## src/rtl/reg_bank_arbiter.sv

```systemverilog
// reg_bank_arbiter: round-robin write arbiter and sequencer for a small bank
// of registers shared by NREQ requesters, plus a registered read port.
//
// Each transaction takes two cycles: IDLE picks a winner and captures its
// address/data, and COMMIT writes the bank and raises that requester's ack
// for one cycle.
//
// Ports:
//   clk      rising-edge clock
//   rst      synchronous, active-high reset
//   req      per-requester write request, held until ack
//   wr_addr  packed write addresses, requester i at [i*AW +: AW]
//   wr_data  packed write data, requester i at [i*WIDTH +: WIDTH]
//   lock     per-requester priority hold (only used with ARB_LOCK_EN)
//   ack      registered one-hot write-complete pulse
//   busy     registered, high while in COMMIT
//   rd_addr  read address
//   rd_data  registered read data (bank[rd_addr], one cycle latency)
//
// Build option:
//   ARB_LOCK_EN  when defined, a committing requester with lock high keeps
//                the round-robin pointer on itself instead of advancing it.

module reg_bank_arbiter #(
  parameter  int unsigned NREQ  = 4,
  parameter  int unsigned WIDTH = 8,
  parameter  int unsigned NREGS = 4,
  localparam int unsigned AW    = $clog2(NREGS),
  localparam int unsigned IW    = (NREQ > 1) ? $clog2(NREQ) : 1
) (
  input  logic                  clk,
  input  logic                  rst,
  input  logic [NREQ-1:0]       req,
  input  logic [NREQ*AW-1:0]    wr_addr,
  input  logic [NREQ*WIDTH-1:0] wr_data,
  input  logic [NREQ-1:0]       lock,
  output logic [NREQ-1:0]       ack,
  output logic                  busy,
  input  logic [AW-1:0]         rd_addr,
  output logic [WIDTH-1:0]      rd_data
);

  typedef enum logic {
    IDLE   = 1'b0,
    COMMIT = 1'b1
  } state_e;

  state_e            state_q, state_d;
  logic [IW-1:0]     ptr_q, ptr_d;
  logic [IW-1:0]     cap_idx_q, cap_idx_d;
  logic [AW-1:0]     cap_addr_q, cap_addr_d;
  logic [WIDTH-1:0]  cap_data_q, cap_data_d;
  logic [NREQ-1:0]   ack_q, ack_d;
  logic              busy_q, busy_d;
  logic [WIDTH-1:0]  rd_data_q, rd_data_d;
  logic [WIDTH-1:0]  bank_q [NREGS];
  logic [WIDTH-1:0]  bank_d [NREGS];

  logic [NREQ-1:0]   eff_c;
  logic [IW-1:0]     win_c;
  logic [IW-1:0]     ptr_adv_c;

  // First set bit of v at or after p, wrapping. Scanning downward lets the
  // smallest offset from p be the last (winning) assignment.
  function automatic logic [IW-1:0] rr_pick(input logic [NREQ-1:0] v,
                                            input logic [IW-1:0]   p);
    int unsigned c;
    rr_pick = p;
    for (int i = int'(NREQ) - 1; i >= 0; i--) begin
      c = 32'(p) + unsigned'(i);
      if (c >= NREQ) c = c - NREQ;
      if (v[IW'(c)]) rr_pick = IW'(c);
    end
  endfunction

  // A requester is ignored during its own ack cycle.
  assign eff_c = req & ~ack_q;
  assign win_c = rr_pick(eff_c, ptr_q);

  // Pointer moves just past the requester that committed.
  assign ptr_adv_c = (cap_idx_q == IW'(NREQ - 1)) ? '0 : cap_idx_q + IW'(1);

  // Next-state, capture, bank write and output logic.
  always_comb begin
    state_d    = state_q;
    ptr_d      = ptr_q;
    cap_idx_d  = cap_idx_q;
    cap_addr_d = cap_addr_q;
    cap_data_d = cap_data_q;
    ack_d      = '0;
    busy_d     = 1'b0;
    bank_d     = bank_q;
    rd_data_d  = bank_q[rd_addr];

    unique case (state_q)
      IDLE: begin
        if (eff_c != '0) begin
          cap_idx_d  = win_c;
          cap_addr_d = wr_addr[win_c*AW +: AW];
          cap_data_d = wr_data[win_c*WIDTH +: WIDTH];
          busy_d     = 1'b1;
          state_d    = COMMIT;
        end
      end
      COMMIT: begin
        bank_d[cap_addr_q] = cap_data_q;
        ack_d[cap_idx_q]   = 1'b1;
`ifdef ARB_LOCK_EN
        ptr_d = lock[cap_idx_q] ? cap_idx_q : ptr_adv_c;
`else
        ptr_d = ptr_adv_c;
`endif
        state_d = IDLE;
      end
      default: state_d = IDLE;
    endcase
  end

`ifndef ARB_LOCK_EN
  // lock is part of the port list in every build but only steers ptr with
  // the lock option enabled.
  logic unused_lock;
  assign unused_lock = ^lock;
`endif

  // State and datapath registers.
  always_ff @(posedge clk) begin
    if (rst) begin
      state_q    <= IDLE;
      ptr_q      <= '0;
      cap_idx_q  <= '0;
      cap_addr_q <= '0;
      cap_data_q <= '0;
      ack_q      <= '0;
      busy_q     <= 1'b0;
      rd_data_q  <= '0;
      for (int i = 0; i < int'(NREGS); i++) bank_q[i] <= '0;
    end else begin
      state_q    <= state_d;
      ptr_q      <= ptr_d;
      cap_idx_q  <= cap_idx_d;
      cap_addr_q <= cap_addr_d;
      cap_data_q <= cap_data_d;
      ack_q      <= ack_d;
      busy_q     <= busy_d;
      rd_data_q  <= rd_data_d;
      for (int i = 0; i < int'(NREGS); i++) bank_q[i] <= bank_d[i];
    end
  end

  assign ack     = ack_q;
  assign busy    = busy_q;
  assign rd_data = rd_data_q;

endmodule

```

## config.mk

```make
export PLATFORM = sky130hd
export DESIGN_NAME = reg_bank_arbiter
export DESIGN_NICKNAME = d
export VERILOG_FILES = /design/src/rtl/reg_bank_arbiter.sv
export SDC_FILE = /design/constraint.sdc
export NUM_CORES = 1
export LEC_CHECK = 0
export ABC_AREA = 1
export CAP_MARGIN = 0
export CELL_PAD_IN_SITES_DETAIL_PLACEMENT = 0
export CELL_PAD_IN_SITES_GLOBAL_PLACEMENT = 2
export CORE_MARGIN = 4
export CORE_UTILIZATION = 27
export DETAILED_ROUTE_END_ITERATION = 10
export PLACE_DENSITY_LB_ADDON = 0.1
export SLEW_MARGIN = 30
export SYNTH_ARGS = -nofsm -noshare
export SYNTH_HDL_FRONTEND = slang
export SYNTH_SLANG_ARGS = --single-unit
```

## constraint.sdc

```tcl
create_clock -name clk -period 2.18 [get_ports clk]
set_input_delay 0.436 -clock clk [delete_from_list [all_inputs] [get_ports clk]]
set_output_delay 0.436 -clock clk [all_outputs]
set_load 0.02 [all_outputs]
```

# Word-level counts from Yosys, hierarchy flattened

Cells that the tools add are included.
Widths: inputs -> output; s select.

Flip-flop bits (word level): 60
Input bits: 52
Output and inout port bits: 13
Logic and storage cells: 74

Add/sub/neg operators: 8
$lt $le $gt $ge: 13
Equality and inequality tests: 1
Shift operators: 2
Multiplexer cells: 27
Bitwise logic cells: 5
Reductions and logical operators: 6

Operators with widths:

| operator            | number |
|---|---|
| $bwmux 32           | 1 |
| $shiftx 32x6->8     | 1 |
| $mux 8              | 3 |
| $mux 2              | 9 |
| $bmux 8 s2          | 1 |
| $demux 8 s2         | 1 |
| $ge 3x3->1 const B  | 5 |
| $lt 2x3->1 const B  | 5 |
| $bmux 1 s2          | 4 |
| $shiftx 8x4->2      | 1 |
| $sub 2x1->2 const B | 4 |
| $add 2x2->3 const B | 2 |
| $mux 1              | 6 |
| $not 2->3           | 2 |
| $and 4x4->4         | 1 |
| $not 4->4           | 1 |
| $reduce_bool 4->1   | 1 |
| $reduce_or 2->1     | 2 |
| $add 2x1->3 const B | 1 |
| $ge 2x3->1 const B  | 1 |
| $lt 3x1->1 const B  | 1 |
| $add 2x1->2 const B | 1 |
| $demux 1 s2         | 1 |
| $eq 2x2->1 const B  | 1 |
| 5 further kinds     | 6 |

# Depth between registers and ports, before layout

Word-level depth: 10
Gate-level depth with buffers: 18
Gate-level depth less buffers: 16

# Least setup slack after synthesis

Ideal clock, no wire load.

Path kind: register to register
From: register ack_q[3] (netlist: ack[3])
To: register cap_idx_q[0]
Setup time: 0.113 ns
Data arrival time: 1.584 ns
Required time: 2.067 ns
Slack: 0.483 ns
Cell stages (with the launch flop): 11
Path buffers: 1
Period minus slack after synthesis: 1.697 ns
Cell sequence: dfxtp_1 inv_1 nand2_1 nand2_1 nor3_1 nor2_2 inv_1 clkbuf_1 a21oi_1 o21ai_1 inv_1

Cells in the longest elaborated chain, start to end: 8
Elaborated cells on any way between the ends: 16
Classes of those cells: 12 x mux; 2 x bitwise; 2 x reduce/logical

RTL lines:

| element                      | RTL line | text |
|---|---|---|
| start, declared              | 53       | `logic [NREQ-1:0] ack_q, ack_d;` |
| start signal, assigned       | 144      | `ack_q <= ack_d;` |
| $not 4->4 *                  | 77       | `assign eff_c = req & ~ack_q;` |
| $and 4x4->4 *                | 77       |  |
| $bmux 1 s2                   | 72       | `if (v[IW'(c)]) rr_pick = IW'(c);` |
| $mux 1 (implied by the code) | 72       |  |
| $mux 2 (4 in series)         | 72       |  |
| end signal, assigned         | 141      | `cap_idx_q <= cap_idx_d;` |
| end, declared                | 50       | `logic [IW-1:0] cap_idx_q, cap_idx_d;` |

Every way passes the cells marked *; elsewhere a longest branch is shown, timed or not. The select of a mux whose other input is x is not followed.
A chain may end at the register's enable or synchronous reset.

# Worst setup path after layout

From: input req[1]
To: register cap_data_q[5]

Cells in the longest elaborated chain, start to end: 8
Elaborated cells on any way between the ends: 16
Classes of those cells: 1 x shift; 12 x mux; 1 x bitwise; 2 x reduce/logical

RTL lines:

| element                      | RTL line | text |
|---|---|---|
| start, declared              | 33       | `input logic [NREQ-1:0] req,` |
| $and 4x4->4 *                | 77       |  |
| $bmux 1 s2                   | 72       |  |
| $mux 1 (implied by the code) | 72       |  |
| $mux 2 (4 in series)         | 72       |  |
| $shiftx 32x6->8              | 100      | `cap_data_d = wr_data[win_c*WIDTH +: WIDTH];` |
| end signal, assigned         | 143      | `cap_data_q <= cap_data_d;` |
| end, declared                | 52       | `logic [WIDTH-1:0] cap_data_q, cap_data_d;` |

Marks and branches as above.

==> flow_summary.yaml <==
status:
  status: "finished clean"
die:
  die_y_um: 113
  io_pins: 65
  dieArea_um2: 12800
  start_util_pct: 27.5
  rows: 38
  fp.dieW_um: 113
  coreArea_um2: 10800
detailed_routing:
  final_antenna_net_count: 0
  wl_um: 8150
  remaining_drc_errors: 0
  firstDrtPassIters: 4
  routedWlPerCell_um: 12.3
  num_vias: 2922
  drt_iter0_drc: 105
  vias_per_cell: 4.41
timing:
  hold_violations: 0
  slew_violations: 0
  max_freq_mhz: 501
  setup_viol_count_final: 0
  max_slew_margin_pct: 63.9
  skew_ns: 0.00821
  rsz0062_at_grt: "no"
  setup_slack_ns: 0.184
  tightest_slew_ns: 0.541
  final.period_utilization_pct: 91.5
  period_needed_ns: 2.00
global_route:
  grt_pass1_vias: 2820
  grt_first_pass_wirelength_um: 13500
  grt_start_max_net_pins: 33
  overflow: 0
  grt_use_total_pct: 13.3
  antenna_found_initial: 0
synth:
  seq_area_frac_synth_pct: 39.7
  yosys_warnings: 0
  synth_fp_nets: 491
  syn-cell-area_um2: 2970
  ys_ff_latch: 59
  avgSynthCellArea_um2: 6.83
  yosysUniqueCellTypes: 26
  synth_cells: 435
cts:
  cts_sinks: 59
  htreeDepth: 3
  clock_latency_ns: 0.34
  cts_buffers: 9
  clkTransAtPathRegs_ns: 0.06
  clockRootBuffer: "clkbuf_8"
  ctsLongestPathBuffers: 2
  cts_tree: "yes"
finish:
  nets: 575
  area_delta_synth_final_pct: 39.4
  diodes: 0
  layout.cells.non_filler: 662
  fin_util_pct: 38.4
  final_common_cell: "inv_1"
  drive_gt1_share_pct: 13.6
  final_cell_mix: "inv_1 (81), nand2_1 (70), clkdlybuf4s50_1 (60), dfxtp_1 (58), a21oi_1 (53)"
critical_path:
  arrival_ns: 2.23
  crit_path_frequent_cell: "nand2_1"
  path_cells: "clkdlybuf4s50_1, inv_1, nor2_2, nand2_1, nand2_1, nand2_1, nand2_1, inv_2, nand4_1, nand2_2, buf_4, buf_4, nand3_1, nand3_1, nand2_1, inv_1"
  worstPathRequired_ns: 2.41
  crit_family: "buffers and inverters"
  crit_fanout: 6
  max_stage_delay_ns: 0.48
  r2r_setup_slack_ns: 0.33
  critPathBufInv: 6
  cp-end-kind: "register"
  critical_path_class: "in -> reg"
  slowest_stage: "clkdlybuf4s50_1"
  startpoint_type: "primary input"
pwr:
  p_per_area_nw_per_um2: 811
  peakVddDrop_mv: 0.322
  switchingPower_uw: 1080
  p_sw_share_pct: 32.1
  comb_power_share_pct: 31.4
  total_power_uw: 3360
  power_frac_clock_pct: 30.2
  internal_power_uw: 2280
  seq_power_share_pct: 38.4
  leakage_uw: 0.00190
placement:
  port_buffers: 60
  place_ws_ns: -0.269
  dpl.hpwl_um: 5960
  gp_congestion: 0.759
  dp.cells: 646
hold_path:
  hp-class: "reg -> reg"
run:
  maxCapViolCount: 0
[final cells by class]
cell class              count  area (um^2)
fillers                  1149         6650
multi-input cells         268         1380
inverters                  87          329
clock buffers              12          165
flip-flops and latches     59         1180
clock inverters             2         35.0
well taps                 140          175
repair buffers             94          881
[tightest hold or removal path, delay by kind of cell (launching register included)]
kind	cells	cell delay, ns
buffers and inverters	1	0.06
AO/OA/AOI/OAI	1	0.05
flip-flops	1	0.30
[per-layer routing]
layer / routed length (um) / GRT usage (%) / up-vias / share of wire, %
met2: 3940 / 22.8 / 54 / 48
met3: 426 / 4.44 / 7 / 5.2
met1: 3710 / 16.2 / 1309 / 46
met5: 0 / 0 / - / 0
met4: 67 / 3.21 / 0 / 0.82
li1: - / - / 1552 / -
[cell families after synthesis]
kind of cell,Yosys count,share of synthesized area (%)
buffers and inverters,108,14.6
XOR/XNOR,1,0.547
AND/OR/NAND/NOR,154,23.9
adder cells (fa/ha/maj),4,1.68
AO/OA/AOI/OAI,109,19.5
flip-flops,59,39.7
[through the flow]
stage               hold slack, ns  setup TNS, ns  instance area, um^2
floorplan                    0.429              0                 2970
detailed placement           0.444          -2.26                 3910
CTS                          0.454              0                 4110
global route                 0.471              0                 4140
global placement             0.439          -2.55                 3910
finish                       0.449              0                 4140
[registers in the layout, indices dropped and copies added, names as in the netlist]
register	count
cap_idx_q	2
rd_data	8
ptr_q	2
ack	4
bank_q	32
state_q	1
cap_addr_q	2
cap_data_q	8
[repair_timing]
item	4_1_cts	5_1_grt
endpoints found under the setup margin	0	9
hold buffers	0	0
resized for setup	0	6
buffers inserted	0	2
[path summary, 6_finish.rpt]
kind / cells after the start / from / end
max: 16 / req[1] / cap_data_q[5]$_SDFFE_PP0P_
min: 2 / bank_q[1]$_SDFFE_PP0P_ / bank_q[1]$_SDFFE_PP0P_
max reg2reg: 14 / ptr_q[0]$_SDFFE_PP0P_ / cap_data_q[5]$_SDFFE_PP0P_
min reg2reg: 2 / bank_q[1]$_SDFFE_PP0P_ / bank_q[1]$_SDFFE_PP0P_
[synthesized netlist by cell type, drive strengths merged]
| cell | number | area (um^2) |
|---|---|---|
| dfxtp | 59 | 1180 |
| nor2 | 21 | 83.8 |
| nand2 | 78 | 328 |
| nor3 | 3 | 15.0 |
| o32ai | 1 | 8.76 |
| o21ai | 43 | 215 |
| xnor2 | 1 | 16.3 |
| nand3 | 47 | 248 |
| a21oi | 53 | 265 |
| buf | 5 | 46.3 |
| inv | 87 | 329 |
| nand3b | 4 | 30.0 |
| o211ai | 11 | 82.6 |
| clkbuf | 16 | 60.1 |
| a211oi | 1 | 7.51 |
| ha | 4 | 50.1 |
| nand4 | 1 | 6.26 |
[power groups by stage]
stage               logic [uW]  registers, uW  clock network, uW
finish                    1060           1290               1010
detailed placement        1050           1320                  0
global route              1210           1310               1090
global placement          1050           1320                  0
floorplan                  647           1300                  0
CTS                       1050           1290               1040
Power figures use the tool's default switching activity.
